[src/rtl/data_mem_dump_ctrl.sv]
// Data memory dump controller: shares the data memory port between the
// pipeline MEM stage and the debug unit. On request it waits for the pipeline
// to halt, then reads every word in order and streams it out MSB byte first
// over a valid/ready byte interface.
module data_mem_dump_ctrl #(
  parameter int NB_DATA     = 32,
  parameter int NB_MEM_ADDR = 5,
  parameter int NB_BYTE     = 8
) (
  input  logic                   i_clock,
  input  logic                   i_reset,
  input  logic                   i_dump_start,
  input  logic                   i_halt,
  input  logic                   i_pipe_mem_read,
  input  logic                   i_pipe_mem_write,
  input  logic [NB_MEM_ADDR-1:0] i_pipe_addr,
  input  logic [NB_DATA-1:0]     i_mem_read_data,
  input  logic                   i_tx_ready,
  output logic [NB_MEM_ADDR-1:0] o_mem_addr,
  output logic                   o_mem_read,
  output logic                   o_mem_write,
  output logic                   o_debug_unit_flag,
  output logic [NB_BYTE-1:0]     o_tx_data,
  output logic                   o_tx_valid,
  output logic                   o_busy,
  output logic                   o_done
);

  localparam int N_BYTES = NB_DATA / NB_BYTE;
  localparam int BCW     = (N_BYTES > 1) ? $clog2(N_BYTES) : 1;
  localparam logic [BCW-1:0]         LAST_BYTE = BCW'(N_BYTES - 1);
  localparam logic [NB_MEM_ADDR-1:0] LAST_WORD = {NB_MEM_ADDR{1'b1}};

  typedef enum logic [2:0] {
    IDLE,
    WAIT_HALT,
    RD_REQ,
    RD_CAP,
    SEND,
    DONE
  } state_t;

  state_t                 state_q, state_d;
  logic [NB_MEM_ADDR-1:0] word_cnt_q, word_cnt_d;
  logic [BCW-1:0]         byte_cnt_q, byte_cnt_d;
  logic [NB_DATA-1:0]     shift_q, shift_d;

  // State, counters and shift register; reset aborts any dump in progress.
  always_ff @(posedge i_clock or posedge i_reset) begin
    if (i_reset) begin
      state_q    <= IDLE;
      word_cnt_q <= '0;
      byte_cnt_q <= '0;
      shift_q    <= '0;
    end else begin
      state_q    <= state_d;
      word_cnt_q <= word_cnt_d;
      byte_cnt_q <= byte_cnt_d;
      shift_q    <= shift_d;
    end
  end

  // Next-state logic and memory-port arbitration: the pipeline owns the port
  // unless the controller is actively reading or sending (flag high), in
  // which case pipeline requests are dropped and writes are blocked.
  always_comb begin
    state_d           = state_q;
    word_cnt_d        = word_cnt_q;
    byte_cnt_d        = byte_cnt_q;
    shift_d           = shift_q;
    o_mem_addr        = i_pipe_addr;
    o_mem_read        = i_pipe_mem_read;
    o_mem_write       = i_pipe_mem_write;
    o_debug_unit_flag = 1'b0;
    o_tx_valid        = 1'b0;
    o_done            = 1'b0;
    case (state_q)
      IDLE: begin
        if (i_dump_start) state_d = WAIT_HALT;
      end
      WAIT_HALT: begin
        if (i_halt) begin
          state_d    = RD_REQ;
          word_cnt_d = '0;
        end
      end
      RD_REQ: begin
        o_debug_unit_flag = 1'b1;
        o_mem_addr        = word_cnt_q;
        o_mem_read        = 1'b1;
        o_mem_write       = 1'b0;
        state_d           = RD_CAP;
      end
      RD_CAP: begin
        o_debug_unit_flag = 1'b1;
        o_mem_addr        = word_cnt_q;
        o_mem_read        = 1'b1;
        o_mem_write       = 1'b0;
        shift_d           = i_mem_read_data;
        byte_cnt_d        = '0;
        state_d           = SEND;
      end
      SEND: begin
        o_debug_unit_flag = 1'b1;
        o_mem_addr        = word_cnt_q;
        o_mem_read        = 1'b0;
        o_mem_write       = 1'b0;
        o_tx_valid        = 1'b1;
        if (i_tx_ready) begin
          shift_d    = shift_q << NB_BYTE;
          byte_cnt_d = byte_cnt_q + 1'b1;
          if (byte_cnt_q == LAST_BYTE) begin
            // Last word is detected explicitly rather than by counter wrap.
            if (word_cnt_q == LAST_WORD) begin
              state_d = DONE;
            end else begin
              word_cnt_d = word_cnt_q + 1'b1;
              state_d    = RD_REQ;
            end
          end
        end
      end
      DONE: begin
        o_done     = 1'b1;
        word_cnt_d = '0;
        state_d    = IDLE;
      end
      default: state_d = IDLE;
    endcase
  end

  // Transmit byte is always the top byte of the shift register (big-endian).
  assign o_tx_data = shift_q[NB_DATA-1 -: NB_BYTE];
  assign o_busy    = (state_q != IDLE);

endmodule

[config.mk]
export PLATFORM = sky130hd
export DESIGN_NAME = data_mem_dump_ctrl
export DESIGN_NICKNAME = d
export VERILOG_FILES = /design/src/rtl/data_mem_dump_ctrl.sv
export SDC_FILE = /design/constraint.sdc
export NUM_CORES = 1
export LEC_CHECK = 0
export BUFFER_PORTS_ARGS = -buffer_cell sky130_fd_sc_hd__buf_2
export CELL_PAD_IN_SITES_DETAIL_PLACEMENT = 0
export CELL_PAD_IN_SITES_GLOBAL_PLACEMENT = 2
export CORE_AREA = 2 2 85 87
export DETAILED_ROUTE_END_ITERATION = 12
export DIE_AREA = 0 0 87 89
export GPL_TIMING_DRIVEN = 0
export MAX_ROUTING_LAYER = met4
export PLACE_DENSITY = 0.77
export SYNTH_ARGS = -nofsm -noshare
export SYNTH_HDL_FRONTEND = slang
export SYNTH_SLANG_ARGS = --single-unit
[constraint.sdc]
create_clock -name i_clock -period 2.5 [get_ports i_clock]
set_input_delay 0.625 -clock i_clock [delete_from_list [all_inputs] [get_ports i_clock]]
set_output_delay 0.625 -clock i_clock [all_outputs]
set_load 0.01 [all_outputs]
==> results of run 1 <==
## per-stage QoR
step	power (mW)	hold WS [ns]
after floorplan	2.19	0.460
after global placement	2.55	0.480
after detailed placement	2.57	0.483
after CTS	3.30	0.156
after global routing	3.48	0.148
final	3.24	0.169
## layout by cell type (no fill, tap or decap), types with 2 or more instances in the layout
master | Yosys | final
sky130_fd_sc_hd__buf_2 | 2 | 64
sky130_fd_sc_hd__mux2i_1 | 4 | 4
sky130_fd_sc_hd__a21oi_1 | 4 | 4
sky130_fd_sc_hd__nand2_1 | 6 | 5
sky130_fd_sc_hd__and3_1 | 2 | 2
sky130_fd_sc_hd__a21oi_4 | 1 | 2
sky130_fd_sc_hd__dfrtp_1 | 42 | 41
sky130_fd_sc_hd__clkbuf_8 | 0 | 5
sky130_fd_sc_hd__ha_1 | 3 | 3
sky130_fd_sc_hd__nand4_1 | 2 | 2
sky130_fd_sc_hd__nor2b_1 | 2 | 2
sky130_fd_sc_hd__buf_4 | 10 | 12
sky130_fd_sc_hd__a22o_1 | 8 | 8
sky130_fd_sc_hd__and3b_1 | 3 | 3
sky130_fd_sc_hd__buf_6 | 4 | 4
sky130_fd_sc_hd__mux2_2 | 52 | 51
sky130_fd_sc_hd__o21ai_0 | 3 | 3
sky130_fd_sc_hd__bufinv_16 | 0 | 2
sky130_fd_sc_hd__inv_1 | 9 | 8
sky130_fd_sc_hd__nand3b_1 | 3 | 3
## routing by layer
metal  up-vias  global-route usage (%)  part of all wire (%)
li1        756                       -                     -
met1       760                    16.2                    48
met2        36                    18.9                    46
met3         4                    3.32                   4.3
met4         0                    4.26                   1.3
met5         -                       -                     0
## logic make-up after synthesis
group	count (synthesis)	share of synthesized area (%)
flops	42	47.5
simple gates	22	5.89
compound gates	24	8.38
buf+inv	26	7.70
mux	57	28.8
fa+ha+maj	3	1.70
## synth_stat cells (2+ instances only)
master / count / area, um^2
sky130_fd_sc_hd__mux2_2: 52 / 586
sky130_fd_sc_hd__dfrtp_1: 42 / 1050
sky130_fd_sc_hd__buf_4: 10 / 75.1
sky130_fd_sc_hd__inv_1: 9 / 33.8
sky130_fd_sc_hd__a22o_1: 8 / 70.1
sky130_fd_sc_hd__nand2_1: 6 / 22.5
sky130_fd_sc_hd__a21oi_1: 4 / 20.0
sky130_fd_sc_hd__buf_6: 4 / 45.0
sky130_fd_sc_hd__mux2i_1: 4 / 40.0
sky130_fd_sc_hd__and3b_1: 3 / 26.3
sky130_fd_sc_hd__ha_1: 3 / 37.5
sky130_fd_sc_hd__nand3b_1: 3 / 22.5
sky130_fd_sc_hd__o21ai_0: 3 / 15.0
sky130_fd_sc_hd__and3_1: 2 / 12.5
sky130_fd_sc_hd__buf_2: 2 / 10.0
sky130_fd_sc_hd__nand4_1: 2 / 12.5
sky130_fd_sc_hd__nor2b_1: 2 / 12.5
## power by group through the flow
stage	clock, mW	combinational (mW)	sequential [mW]
finish	0.647	1.43	1.16
global route	0.708	1.57	1.20
CTS	0.676	1.45	1.17
detailed placement	0	1.39	1.18
global placement	0	1.38	1.17
floorplan	0	1.08	1.12
## state kept, by name, summed over array words and instances (netlist names)
| name | cells |
|---|---|
| shift_q | 32 |
| byte_cnt_q | 2 |
| state_q | 3 |
| word_cnt_q | 5 |
## worst max-delay path by stage
stage          startpoint             to  slack (ns)  cells past startpoint
6_report       state_q[1]  o_mem_addr[2]        0.13                      7
2_1_floorplan  state_q[1]  o_mem_addr[0]        0.40                      7
4_1_cts        state_q[1]  o_mem_addr[1]       0.005                      8
3_3_place_gp   state_q[1]  o_mem_addr[2]        0.09                      8
5_1_grt        state_q[1]  o_mem_addr[1]        0.03                      7
3_5_place_dp   state_q[1]  o_mem_addr[1]         0.1                      8
## final cells by class
class	count	area [um^2]	share of cell area [%]
timing repair buffer	66	353	12.5
tap	80	100	3.56
inverter	10	45.0	1.60
clock buffer	5	68.8	2.45
sequential	42	1050	37.4
buffer	15	123	4.36
multi-input combinational	106	1000	35.7
clock inverter	3	68.8	2.45
## worst max-delay path, cell delays in order (launching register included)
cell                      delay (ns)
sky130_fd_sc_hd__dfrtp_1        0.39
sky130_fd_sc_hd__buf_6          0.12
sky130_fd_sc_hd__nor2_2         0.13
sky130_fd_sc_hd__nand2_2        0.12
sky130_fd_sc_hd__inv_8          0.17
sky130_fd_sc_hd__a21oi_4        0.08
sky130_fd_sc_hd__mux2_4         0.30
sky130_fd_sc_hd__buf_2          0.14
## what timing repair did
action / in CTS / in global routing
gates resized for setup: 5 / 2
setup endpoints to repair: 6 / 6
cloned: 0 / 0
buffers inserted: 3 / 0
==> reports/summary.log, run 1 <==
qor: status.status complete, no violations
qor: critical_path.r2r-start word_cnt_q[0]
qor: pwr.cell_internal_pwr 2.22 mW
qor: floorplan.floorplan.rows 30
qor: detailed_routing.drt-vias-per-instance 4.76
qor: floorplan.die_area 0.00774 mm^2
qor: timing.max-slew-margin-rel 48.8%
qor: cells_and_area.layout-drive-gt1-share 60.3%
qor: cells_and_area.diodes 0
qor: critical_path.worst_ep_required_time 1.88 ns
qor: detailed_routing.dr.first_iter.drc_count 49
qor: placement.placement.setup.worst_slack 0.0966 ns
qor: clocking.post_cts_hold_buffer_count 0
qor: global_route.first_global_vias 1480
qor: global_route.initial_antenna_violation_count 0
qor: timing.finalSetupViolCount 0
qor: yosys.number_of_distinct_standard_cells_referenced_by_the_synthesized_netlist 32
qor: clocking.clkLatencyLatePin 0.30 ns
qor: yosys.syn-cell-area 0.00221 mm^2
qor: placement.placed_cells_incl_taps 317
qor: timing.min_period_over_period 94.8%
qor: global_route.grt_overflow_total 0
qor: yosys.synth_ff_type sky130_fd_sc_hd__dfrtp_1
qor: floorplan.die_x 87 um
qor: timing.final.setup.tns 0 ns
qor: timing.final_hold_viol_count 0
qor: cells_and_area.final_design_area_no_fill 0.00281 mm^2
qor: critical_path.reg2reg_setup_slack 0.23 ns
qor: floorplan.initial_core_util 32.9%
qor: clocking.ctsHtreeMaxLevel 2
qor: clocking.root_buffer sky130_fd_sc_hd__clkbuf_8
qor: detailed_routing.detail_route.first_pass.iterations 4
qor: yosys.yosys_register_bits 42
qor: clocking.tritoncts_clock_tree yes
qor: yosys.edff_count_synth 0
qor: critical_path.timing.critical_path.arrival 1.74 ns
qor: cells_and_area.syn2layout_area_growth 27.3%
qor: min_path.hp-class in -> async
qor: yosys.synth-seq-area-share 47.5%
qor: timing.fmaxAchievable 422 MHz
qor: global_route.grt_first_pass_wirelength 7.14 mm
qor: global_route.global_route.usage.total 12.5%
qor: pwr.power.switching 1.02 mW
qor: global_route.grt_start_max_net_pins 42
qor: pwr.power.clock.fraction 20.0%
qor: timing.rsz_0062_raised_after_global_routing no
qor: clocking.cts.sink_count 42
qor: critical_path.worst_r2r_end word_cnt_q[1]
qor: detailed_routing.via_count 1556
qor: floorplan.ios 63
qor: flow_run.maximum_capacitance_violations 0
qor: timing.worst_pin_slew 0.764 ns
qor: placement.dp_hpwl 3.33 mm
qor: floorplan.placeableCoreArea 0.00672 mm^2
qor: pwr.power.share.switching 31.5%
qor: cells_and_area.final_core_util 41.9%
qor: yosys.synth_warnings 0
qor: critical_path.worst_setup_path_end_kind output port
qor: placement.portBuffers 62
qor: placement.placement.cell_area 0.00264 mm^2
qor: pwr.leakage 1.37 nW
qor: detailed_routing.drc_errors 0
qor: cells_and_area.nFillCells 639
qor: clocking.cts.reportedPaths.clkPinSlew 0.08 ns
qor: timing.fin_ws 0.131 ns
qor: placement.gp_routability_congestion 0.745
qor: cells_and_area.fin_nets 293
qor: pwr.seq_power_share 35.9%
qor: detailed_routing.postRouteAntennaNets 0
qor: timing.finalWorstPathRequiredPeriod 2.37 ns
qor: detailed_routing.drt_wl_total 4.55 mm
qor: cells_and_area.finish.cell_count_without_fillers 327
qor: yosys.nets_in_the_synthesized_netlist 221
qor: yosys.synthCells 174
qor: yosys.synth_async_sr_flop_share 100%
qor: floorplan.dieHeight 89 um
qor: clocking.cts_inserted_buffers 5
qor: timing.worst_clock_skew 0.00464 ns
qor: detailed_routing.wl_per_cell 13.9 um
qor: critical_path.path_class reg -> out
qor: timing.timing.final.max_slew_violations 0
qor: critical_path.startpoint_type flip-flop
qor: pwr.comb_power_share 44.1%
qor: yosys.postSynthAreaPerCell 12.7 um^2
qor: pwr.peakVddDrop 0.331 mV
qor: pwr.power_per_cell_area 1150 mW/mm^2
qor: critical_path.crit_fanout 18
qor: critical_path.r2r_cells 6
qor: clocking.cts.path.max_buffers 2
Power figures use the tool's default switching activity.
==> inputs of run 2 (changes only) <==
CORE_AREA = 2 2 82 84   (was 2 2 85 87)
CTS_CLUSTER_SIZE = 40   (was not set)
DIE_AREA = 0 0 84 86   (was 0 0 87 89)
PLACE_DENSITY = 0.82   (was 0.77)
clock period = 2.8 ns   (was 2.5 ns; I/O delays follow)
==> reports/summary.log, run 2 (same netlist as run 1, synthesis figures left out) <==
qor: status.status complete, no violations
qor: pwr.leakage 1.34 nW
qor: critical_path.cp_slowest_cell sky130_fd_sc_hd__dfrtp_1
qor: clocking.post_cts_hold_buffer_count 0
qor: timing.final.setup.tns 0 ns
qor: detailed_routing.drt-vias-per-instance 4.67
qor: detailed_routing.via_count 1503
qor: timing.worst_clock_skew 0.00536 ns
qor: cells_and_area.layout-drive-gt1-share 59.6%
qor: global_route.grt_start_max_net_pins 42
qor: clocking.clkLatencyLatePin 0.29 ns
qor: clocking.cts.reportedPaths.clkPinSlew 0.08 ns
qor: cells_and_area.layout.cells.most_common sky130_fd_sc_hd__buf_2
qor: critical_path.worst_ep_required_time 2.10 ns
qor: pwr.peakVddDrop 0.397 mV
qor: cells_and_area.final_cell_mix sky130_fd_sc_hd__buf_2, sky130_fd_sc_hd__mux2_2, sky130_fd_sc_hd__dfrtp_1
qor: clocking.cts.path.max_buffers 2
qor: timing.finalSetupViolCount 0
qor: floorplan.ios 63
qor: floorplan.initial_core_util 35.2%
qor: critical_path.crit_path_cell_trace buf_6 > nor2_2 > nand2_2 > inv_4 > buf_6 > a21oi_4 > mux2_2 > buf_2
qor: clocking.cts_inserted_buffers 5
qor: clocking.cts-resized-gates 1
qor: detailed_routing.detail_route.first_pass.iterations 4
qor: clocking.root_buffer sky130_fd_sc_hd__clkbuf_8
qor: cells_and_area.largest_reg_flops 32
qor: timing.rsz_0062_raised_after_global_routing no
qor: timing.min_period_over_period 94.2%
qor: critical_path.path_buf_inv 4
qor: placement.portBuffers 62
qor: clocking.cts.sink_count 42
qor: global_route.grt_overflow_total 0
qor: critical_path.path_class reg -> out
qor: critical_path.path_common_cell sky130_fd_sc_hd__buf_6
qor: timing.final_hold_viol_count 0
qor: clocking.ctsHtreeMaxLevel 2
qor: timing.finalWorstPathRequiredPeriod 2.64 ns
qor: flow_run.maximum_capacitance_violations 0
qor: cells_and_area.fin_nets 291
qor: global_route.global_route.usage.total 13.4%
qor: cells_and_area.nFillCells 632
qor: cells_and_area.final_design_area_no_fill 0.00275 mm^2
qor: cells_and_area.top_regs shift_q (32), word_cnt_q (5), state_q (3)
qor: critical_path.slowest_delay 0.36 ns
qor: detailed_routing.postRouteAntennaNets 0
qor: global_route.initial_antenna_violation_count 0
qor: critical_path.path_delay_family buffers and inverters
qor: detailed_routing.drc_errors 0
qor: cells_and_area.largest_register shift_q
qor: detailed_routing.dr.first_iter.drc_count 46
qor: floorplan.dieHeight 86 um
qor: critical_path.reg2reg_setup_slack 0.47 ns
qor: timing.fmaxAchievable 379 MHz
qor: placement.gp_routability_congestion 0.748
qor: floorplan.die_x 84 um
qor: detailed_routing.wl_per_cell 13.9 um
qor: timing.worst_pin_slew 0.834 ns
qor: placement.placement.cell_area 0.00264 mm^2
qor: detailed_routing.drt_wl_total 4.47 mm
qor: cells_and_area.diodes 0
qor: placement.dp_hpwl 3.29 mm
qor: critical_path.startpoint_type flip-flop
qor: critical_path.timing.critical_path.arrival 1.94 ns
qor: critical_path.crit_fanout 10
qor: floorplan.floorplan.rows 29
qor: clocking.post_cts_buffers 0
qor: timing.max-slew-margin-rel 44.0%
qor: global_route.grt_first_pass_wirelength 7.40 mm
qor: min_path.hp-class in -> async
qor: timing.timing.final.max_slew_violations 0
qor: clocking.tritoncts_clock_tree yes
qor: global_route.first_global_vias 1501
qor: cells_and_area.syn2layout_area_growth 24.2%
qor: critical_path.worst_setup_path_end_kind output port
qor: floorplan.placeableCoreArea 0.00628 mm^2
qor: pwr.power_per_cell_area 979 mW/mm^2
qor: floorplan.die_area 0.00722 mm^2
[run 2: cell count changes in the layout (fill, tap and decap cells not counted), sizes merged]
cell / before / now
bufinv: 2 / 0
clkbuf: 5 / 6
clkinvlp: 0 / 1
buf: 81 / 79
[run 2: power by group]
part | internal, mW | total, mW | leakage [nW] | switching [mW]
logic | 0.719 | 1.24 | 0.767 | 0.524
clock network | 0.198 | 0.410 | 0.0472 | 0.211
registers | 0.881 | 1.04 | 0.522 | 0.156
total | 1.80 | 2.69 | 1.34 | 0.891
[run 2: metrics by stage]
stage	setup slack, ns	hold slack (ns)	utilization (%)	std cells	power (mW)
floorplan	0.627	0.460	-	174	1.96
global placement	0.315	0.478	41.7	313	2.27
detailed placement	0.291	0.480	42.0	314	2.30
CTS	0.0415	0.241	43.7	322	2.73
global route	0.0231	0.239	43.8	322	2.89
finish	0.162	0.250	43.8	322	2.69
[run 2: path summary, 6_finish.rpt]
kind,from,endpoint,cells past startpoint
hold reg to reg,shift_q[0],shift_q[0],1
min in group i_clock,shift_q[0],shift_q[0],1
setup reg to reg,word_cnt_q[0],word_cnt_q[1],6
setup / recovery,state_q[1],o_mem_addr[0],8
hold / removal,i_reset,word_cnt_q[1],2
max in group asynchronous,i_reset,word_cnt_q[0],3
[run 2: worst register-to-register path, delay by kind of cell (launching register included)]
kind                       cells  cell delay (ns)
AOI/OAI and AO/OA              1             0.74
adders and majority gates      2             0.45
DFF                            1             0.43
muxes                          1             0.26
and+or+nand+nor                2             0.38
[run 2: cell type report]
type	count	area, um^2	share of cell area [%]
tap	77	96.3	3.51
sequential	42	1050	38.3
multi-input combinational	106	1000	36.4
buffer	16	134	4.87
timing repair buffer	63	330	12.0
clock inverter	2	12.5	0.456
clock buffer	6	82.6	3.01
inverter	10	40.0	1.46
[run 2: routing by layer]
layer / vias to the layer above / wire length, um / global-route usage (%) / share of wire (%)
li1: 754 / - / - / -
met1: 712 / 2220 / 18.6 / 50
met2: 31 / 2030 / 19.7 / 45
met3: 6 / 164 / 2.98 / 3.7
met4: 0 / 59 / 3.96 / 1.3
met5: - / 0 / - / 0
